[src/rtl/uart_rx.sv]
// rtl/uart_rx.sv - UART receiver, 8N1 by default, optional even parity
//
// Build option: define UART_RX_PARITY_EN to add an even-parity bit between
// the data bits and the stop bit, plus the parity_err output.
//
// Parameters:
//   CLKS_PER_BIT  clk cycles per bit period (4..65535)
//   DATA_WIDTH    data bits per frame, sent LSB first
//
// Ports:
//   clk         rising-edge clock
//   rst         asynchronous active-low reset
//   rx          serial line, idle high, asynchronous to clk
//   rx_vld      one-cycle pulse, rx_data holds a newly received good frame
//   rx_data     last good received word, held until the next good frame
//   frame_err   one-cycle pulse, stop bit sampled low
//   busy        high whenever the receiver is not idle
//   parity_err  (UART_RX_PARITY_EN only) one-cycle pulse, parity mismatch

module uart_rx #(
    parameter int CLKS_PER_BIT = 217,
    parameter int DATA_WIDTH   = 8
) (
    input  logic                  clk,
    input  logic                  rst,
    input  logic                  rx,
    output logic                  rx_vld,
    output logic [DATA_WIDTH-1:0] rx_data,
    output logic                  frame_err,
    output logic                  busy
`ifdef UART_RX_PARITY_EN
    ,
    output logic                  parity_err
`endif
);

    localparam int CNT_W = 16;
    localparam int IDX_W = (DATA_WIDTH > 1) ? $clog2(DATA_WIDTH) : 1;

    localparam logic [CNT_W-1:0] HALF_LAST = CNT_W'(CLKS_PER_BIT / 2 - 1);
    localparam logic [CNT_W-1:0] BIT_LAST  = CNT_W'(CLKS_PER_BIT - 1);
    localparam logic [IDX_W-1:0] IDX_LAST  = IDX_W'(DATA_WIDTH - 1);

    typedef enum logic [2:0] {
        ST_IDLE      = 3'd0,
        ST_START     = 3'd1,
        ST_DATA      = 3'd2,
        ST_STOP      = 3'd3,
        ST_WAIT_IDLE = 3'd4
`ifdef UART_RX_PARITY_EN
        ,
        ST_PARITY    = 3'd5
`endif
    } state_t;

    // Two-flop synchronizer; resets to the idle (high) line level so a
    // reset release never looks like a start edge.
    logic rx_meta;
    logic rxs;

    always_ff @(posedge clk or negedge rst) begin
        if (!rst) begin
            rx_meta <= 1'b1;
            rxs     <= 1'b1;
        end else begin
            rx_meta <= rx;
            rxs     <= rx_meta;
        end
    end

    state_t                 state, state_n;
    logic [CNT_W-1:0]       cnt, cnt_n;
    logic [IDX_W-1:0]       idx, idx_n;
    logic [DATA_WIDTH-1:0]  shift, shift_n;
    logic [DATA_WIDTH:0]    shift_ext;
    logic [DATA_WIDTH-1:0]  data_n;
    logic                   vld_n;
    logic                   ferr_n;
    logic                   bit_end;
`ifdef UART_RX_PARITY_EN
    logic                   par_bit, par_bit_n;
    logic                   perr_n;
`endif

    // All state, datapath and output pulses are registered here; the
    // combinational process below decides every next value.
    always_ff @(posedge clk or negedge rst) begin
        if (!rst) begin
            state      <= ST_IDLE;
            cnt        <= '0;
            idx        <= '0;
            shift      <= '0;
            rx_data    <= '0;
            rx_vld     <= 1'b0;
            frame_err  <= 1'b0;
`ifdef UART_RX_PARITY_EN
            par_bit    <= 1'b0;
            parity_err <= 1'b0;
`endif
        end else begin
            state      <= state_n;
            cnt        <= cnt_n;
            idx        <= idx_n;
            shift      <= shift_n;
            rx_data    <= data_n;
            rx_vld     <= vld_n;
            frame_err  <= ferr_n;
`ifdef UART_RX_PARITY_EN
            par_bit    <= par_bit_n;
            parity_err <= perr_n;
`endif
        end
    end

    assign bit_end   = (cnt == BIT_LAST);
    // New bit enters at the MSB so that after DATA_WIDTH shifts the first
    // (least significant) bit has reached bit 0.
    assign shift_ext = {rxs, shift};

    always_comb begin
        state_n   = state;
        cnt_n     = cnt;
        idx_n     = idx;
        shift_n   = shift;
        data_n    = rx_data;
        vld_n     = 1'b0;
        ferr_n    = 1'b0;
`ifdef UART_RX_PARITY_EN
        par_bit_n = par_bit;
        perr_n    = 1'b0;
`endif

        case (state)
            ST_IDLE: begin
                if (!rxs) begin
                    state_n = ST_START;
                    cnt_n   = '0;
                end
            end

            ST_START: begin
                // The line returning high before mid-start-bit is a glitch;
                // dropping back to IDLE at once keeps busy short for noise.
                if (rxs) begin
                    state_n = ST_IDLE;
                end else if (cnt == HALF_LAST) begin
                    state_n = ST_DATA;
                    cnt_n   = '0;
                    idx_n   = '0;
                end else begin
                    cnt_n = cnt + 1'b1;
                end
            end

            ST_DATA: begin
                if (bit_end) begin
                    cnt_n   = '0;
                    shift_n = shift_ext[DATA_WIDTH:1];
                    idx_n   = idx + 1'b1;
                    if (idx == IDX_LAST) begin
`ifdef UART_RX_PARITY_EN
                        state_n = ST_PARITY;
`else
                        state_n = ST_STOP;
`endif
                    end
                end else begin
                    cnt_n = cnt + 1'b1;
                end
            end

`ifdef UART_RX_PARITY_EN
            ST_PARITY: begin
                if (bit_end) begin
                    cnt_n     = '0;
                    par_bit_n = rxs;
                    state_n   = ST_STOP;
                end else begin
                    cnt_n = cnt + 1'b1;
                end
            end
`endif

            ST_STOP: begin
                if (bit_end) begin
                    cnt_n = '0;
                    if (rxs) begin
                        state_n = ST_IDLE;
`ifdef UART_RX_PARITY_EN
                        // Even parity: data plus parity bit has an even
                        // number of ones.
                        if (^{shift, par_bit}) begin
                            perr_n = 1'b1;
                        end else begin
                            data_n = shift;
                            vld_n  = 1'b1;
                        end
`else
                        data_n = shift;
                        vld_n  = 1'b1;
`endif
                    end else begin
                        ferr_n  = 1'b1;
                        state_n = ST_WAIT_IDLE;
                    end
                end else begin
                    cnt_n = cnt + 1'b1;
                end
            end

            ST_WAIT_IDLE: begin
                // A held-low line (break) must go high before a new start
                // bit can be recognised.
                if (rxs) begin
                    state_n = ST_IDLE;
                end
            end

            default: begin
                state_n = ST_IDLE;
                cnt_n   = '0;
            end
        endcase
    end

    assign busy = (state != ST_IDLE);

endmodule

[config.mk]
export PLATFORM = sky130hd
export DESIGN_NAME = uart_rx
export DESIGN_NICKNAME = d
export VERILOG_FILES = /design/src/rtl/uart_rx.sv
export SDC_FILE = /design/constraint.sdc
export NUM_CORES = 1
export LEC_CHECK = 0
export ABC_CLOCK_PERIOD_IN_PS = 2500
export CELL_PAD_IN_SITES_DETAIL_PLACEMENT = 0
export CELL_PAD_IN_SITES_GLOBAL_PLACEMENT = 1
export CORE_MARGIN = 5
export CORE_UTILIZATION = 42
export CTS_CLUSTER_SIZE = 8
export DETAILED_ROUTE_END_ITERATION = 7
export PLACE_DENSITY_LB_ADDON = 0.1
export SETUP_SLACK_MARGIN = 0.4
export SLEW_MARGIN = 40
export SYNTH_ARGS = -nofsm -noshare
export SYNTH_HDL_FRONTEND = slang
export SYNTH_SLANG_ARGS = --single-unit
[constraint.sdc]
create_clock -name clk -period 2.5 [get_ports clk]
set_clock_uncertainty 0.2 [all_clocks]
set_input_delay 0.25 -clock clk [delete_from_list [all_inputs] [get_ports clk]]
set_output_delay 0.25 -clock clk [all_outputs]
set_load 0.03 [all_outputs]
==> metrics <==
status finished, final reports clean; synthesized cell area 2079 µm²; synthesized area per cell 10.83 µm²; number of global-route vias before repair approximately 1700; Worst path depth 8; gr ovfl total 0; Final setup viols 0; Worst EP required approximately 2.5 ns; final setup TNS 0 ns; Clock Latency Late Sink 0.29 ns; Die X ~80 µm; Synth area leader dfrtp_1; Tot Pwr ~1.4 mW; Layout area overhead 36.58%; CTS H-tree depth 2; Synth Warn # 0; drt total wl approximately 4.8 mm; HPWL after DPL about 3 mm; Max Cap Viol 0; Slew HR 0.4647; Max VDD drop 0.2520 mV; synthesized instance count ~190; number of remaining DRC errors 0; worst setup path class flop to flop; placed cell area between 2000 and 2500 µm²; Slowest cell on crit path or3b_2; drt pass-1 iters 5; CP arrival 2.40 ns; Crit path buffers/inverters 2; GP Congestion ~0.8; Seq cells post-synth between 40 and 50; GRT Total Usage 0.1660; largest stage delay on the critical path 0.49 ns; RSZ-0062 raised after global routing true; Initial Util 0.4374; post-layout utilization of the core 0.5974; fmax approximately 400 MHz; IO Pins 14; Final Slew Violations 0; drt initial violations 49; Worst-path clk slew around 0.090 ns; minimum clock period 2.453 ns; initial antenna violation count 0; Async S/R FF share, synth 1.000; PwrDens 493.8 nW/µm²; Worst Path Max Fanout 8; Worst setup EP type flop; Synth Net Count roughly 200; top_reg_cell synth dfrtp_1; Die Y approximately 80 µm; largest net degree at the start of global routing 43; global-route wire length before repair between 8 and 9 mm; Root Driver clkbuf_8; R2R cell count 8; core box area 4755 µm²; full die area roughly 6500 µm²; final instance area between 2000 and 3000 µm²; number of vias per cell ~5.4; Max Buffers Root-to-Sink 2; hold crit path type input port to flop; final hold vios 0; Leak 1.285 nW; Distinct cells, synth 35; Antenna Nets Post-Route 0; Layout Nets about 240; Tcrit/Tclk final 0.9810; CP Launch Type flop; part of the Yosys area used for sequential elements 0.5066; Vias 1642; Slew @ Worst Pin roughly 0.8 ns; EDFF count, synth 0; number of clock sinks 42; top-count cell post-synth dfrtp_1; largest cells by area after synthesis dfrtp_1 48%, mux2_2 6.0%, mux2_4 5.8%, a31oi_1 3.9%, nand2_1 2.7%; Yosys top cell area share 0.4813; PortBufs 13; Synth top cells by count 40 x dfrtp_1, 15 x nand2_1, 13 x a31oi_1, 11 x mux2_2, 11 x nor2_1; CTS tree yes; n_diodes 0; row count 25; total CTS buffers 5; WHS Path Cells 1; family with the most delay on the worst path simple AND/OR/NAND/NOR gates; drt wl/cell 15.72 µm; layout cell share with drive strength beyond 1 0.3629; critical path, cell by cell ha_1 -> or3b_2 -> nor4_4 -> o32ai_4 -> buf_4 -> buf_6 -> a41oi_2 -> a31oi_1
-- registers in the layout, indices dropped and copies added, names as in the netlist --
register   flops
state          3
shift          8
rx_meta        1
cnt           16
rxs            1
idx            3
frame_err      1
rx_vld         1
rx_data        8
-- stage by stage --
step                      hold slack, ns  worst slack (ns)  std cells
final                             0.1545           0.04744        304
after global routing              0.1372          -0.05994        304
after detailed placement         0.06814           0.01077        280
after global placement            0.1469           0.05867        280
after floorplan                  -0.2456           0.03045        192
after CTS                         0.1438           0.05308        303
-- kinds of logic after synthesis --
logic type                 Yosys count  synth area share
muxes                               20            0.1221
DFF                                 42            0.5066
and+or+nand+nor                     70            0.1931
AOI/OAI and AO/OA                   38            0.1179
buffers and inverters               18           0.03610
adders and majority gates            4           0.02407
-- path summary, 6_finish.rpt --
path | endpoint | slack, ns | start
max reg2reg | cnt[13]$_DFFE_PN0P_ | 0.05 | cnt[1]$_DFFE_PN0P_
min in group asynchronous | rx_data[6]$_DFFE_PN0P_ | 0.28 | rst
min reg2reg | rxs$_DFF_PN1_ | 0.16 | rx_meta$_DFF_PN1_
max | cnt[13]$_DFFE_PN0P_ | 0.05 | cnt[1]$_DFFE_PN0P_
max in group asynchronous | rx_meta$_DFF_PN1_ | 1.45 | rst
min | rx_meta$_DFF_PN1_ | 0.15 | rx
-- placed cells by master (no fill, tap or decap), types with 3 or more instances in the layout --
| cell type | n |
|---|---|
| o21ai_2 | 3 |
| dfrtp_1 | 40 |
| a22o_1 | 3 |
| nand2_1 | 14 |
| a21oi_2 | 5 |
| inv_1 | 9 |
| a21o_1 | 3 |
| and3_1 | 5 |
| nor3_1 | 3 |
| nand4_1 | 4 |
| o21ai_1 | 3 |
| a31oi_1 | 12 |
| nand2b_1 | 7 |
| clkbuf_8 | 5 |
| nor2_1 | 10 |
| nand3_1 | 8 |
| buf_6 | 8 |
| mux2_4 | 10 |
| mux2_2 | 9 |
| clkdlybuf4s50_1 | 11 |
| buf_4 | 20 |
| ha_1 | 4 |
| buf_16 | 3 |
-- per-layer routing --
metal  GRT usage  wire length, µm  vias up
li1            -                -      791
met1      0.2140             2124      815
met2      0.2773             2428       27
met3     0.03363              147        9
met4     0.05405               78        0
met5           0                0        -
-- area by class of cell --
type | instances | area (µm²)
Clock buffer | 5 | 68.82
Clock inverter | 3 | 25.02
Fill cell | 403 | 1914
Inverter | 9 | 33.78
Multi-Input combinational cell | 132 | 1084
Sequential cell | 42 | 1054
Tap cell | 67 | 83.83
Timing Repair Buffer | 46 | 491.7
-- worst reg2reg max path, stage by stage (launching register included) --
cell	delay [ns]
dfrtp_1	0.39
ha_1	0.19
or3b_2	0.49
nor4_4	0.31
o32ai_4	0.18
buf_4	0.18
buf_6	0.13
a41oi_2	0.19
a31oi_1	0.06
-- power by group --
part	internal [mW]	switching [mW]	total (mW)
sequential	0.690	0.0135	0.704
clock	0.202	0.250	0.451
combinational	0.130	0.117	0.247
total	1.02	0.381	1.40
-- timing repair --
item,4_1_cts,5_1_grt
endpoints found under the setup margin,40,40
setup buffers,10,1
pin swaps,8,3
cloned,4,0
endpoints found under the hold margin,40,0
gates resized for setup,35,8
hold buffers,1,0
Power figures use the tool's default switching activity.
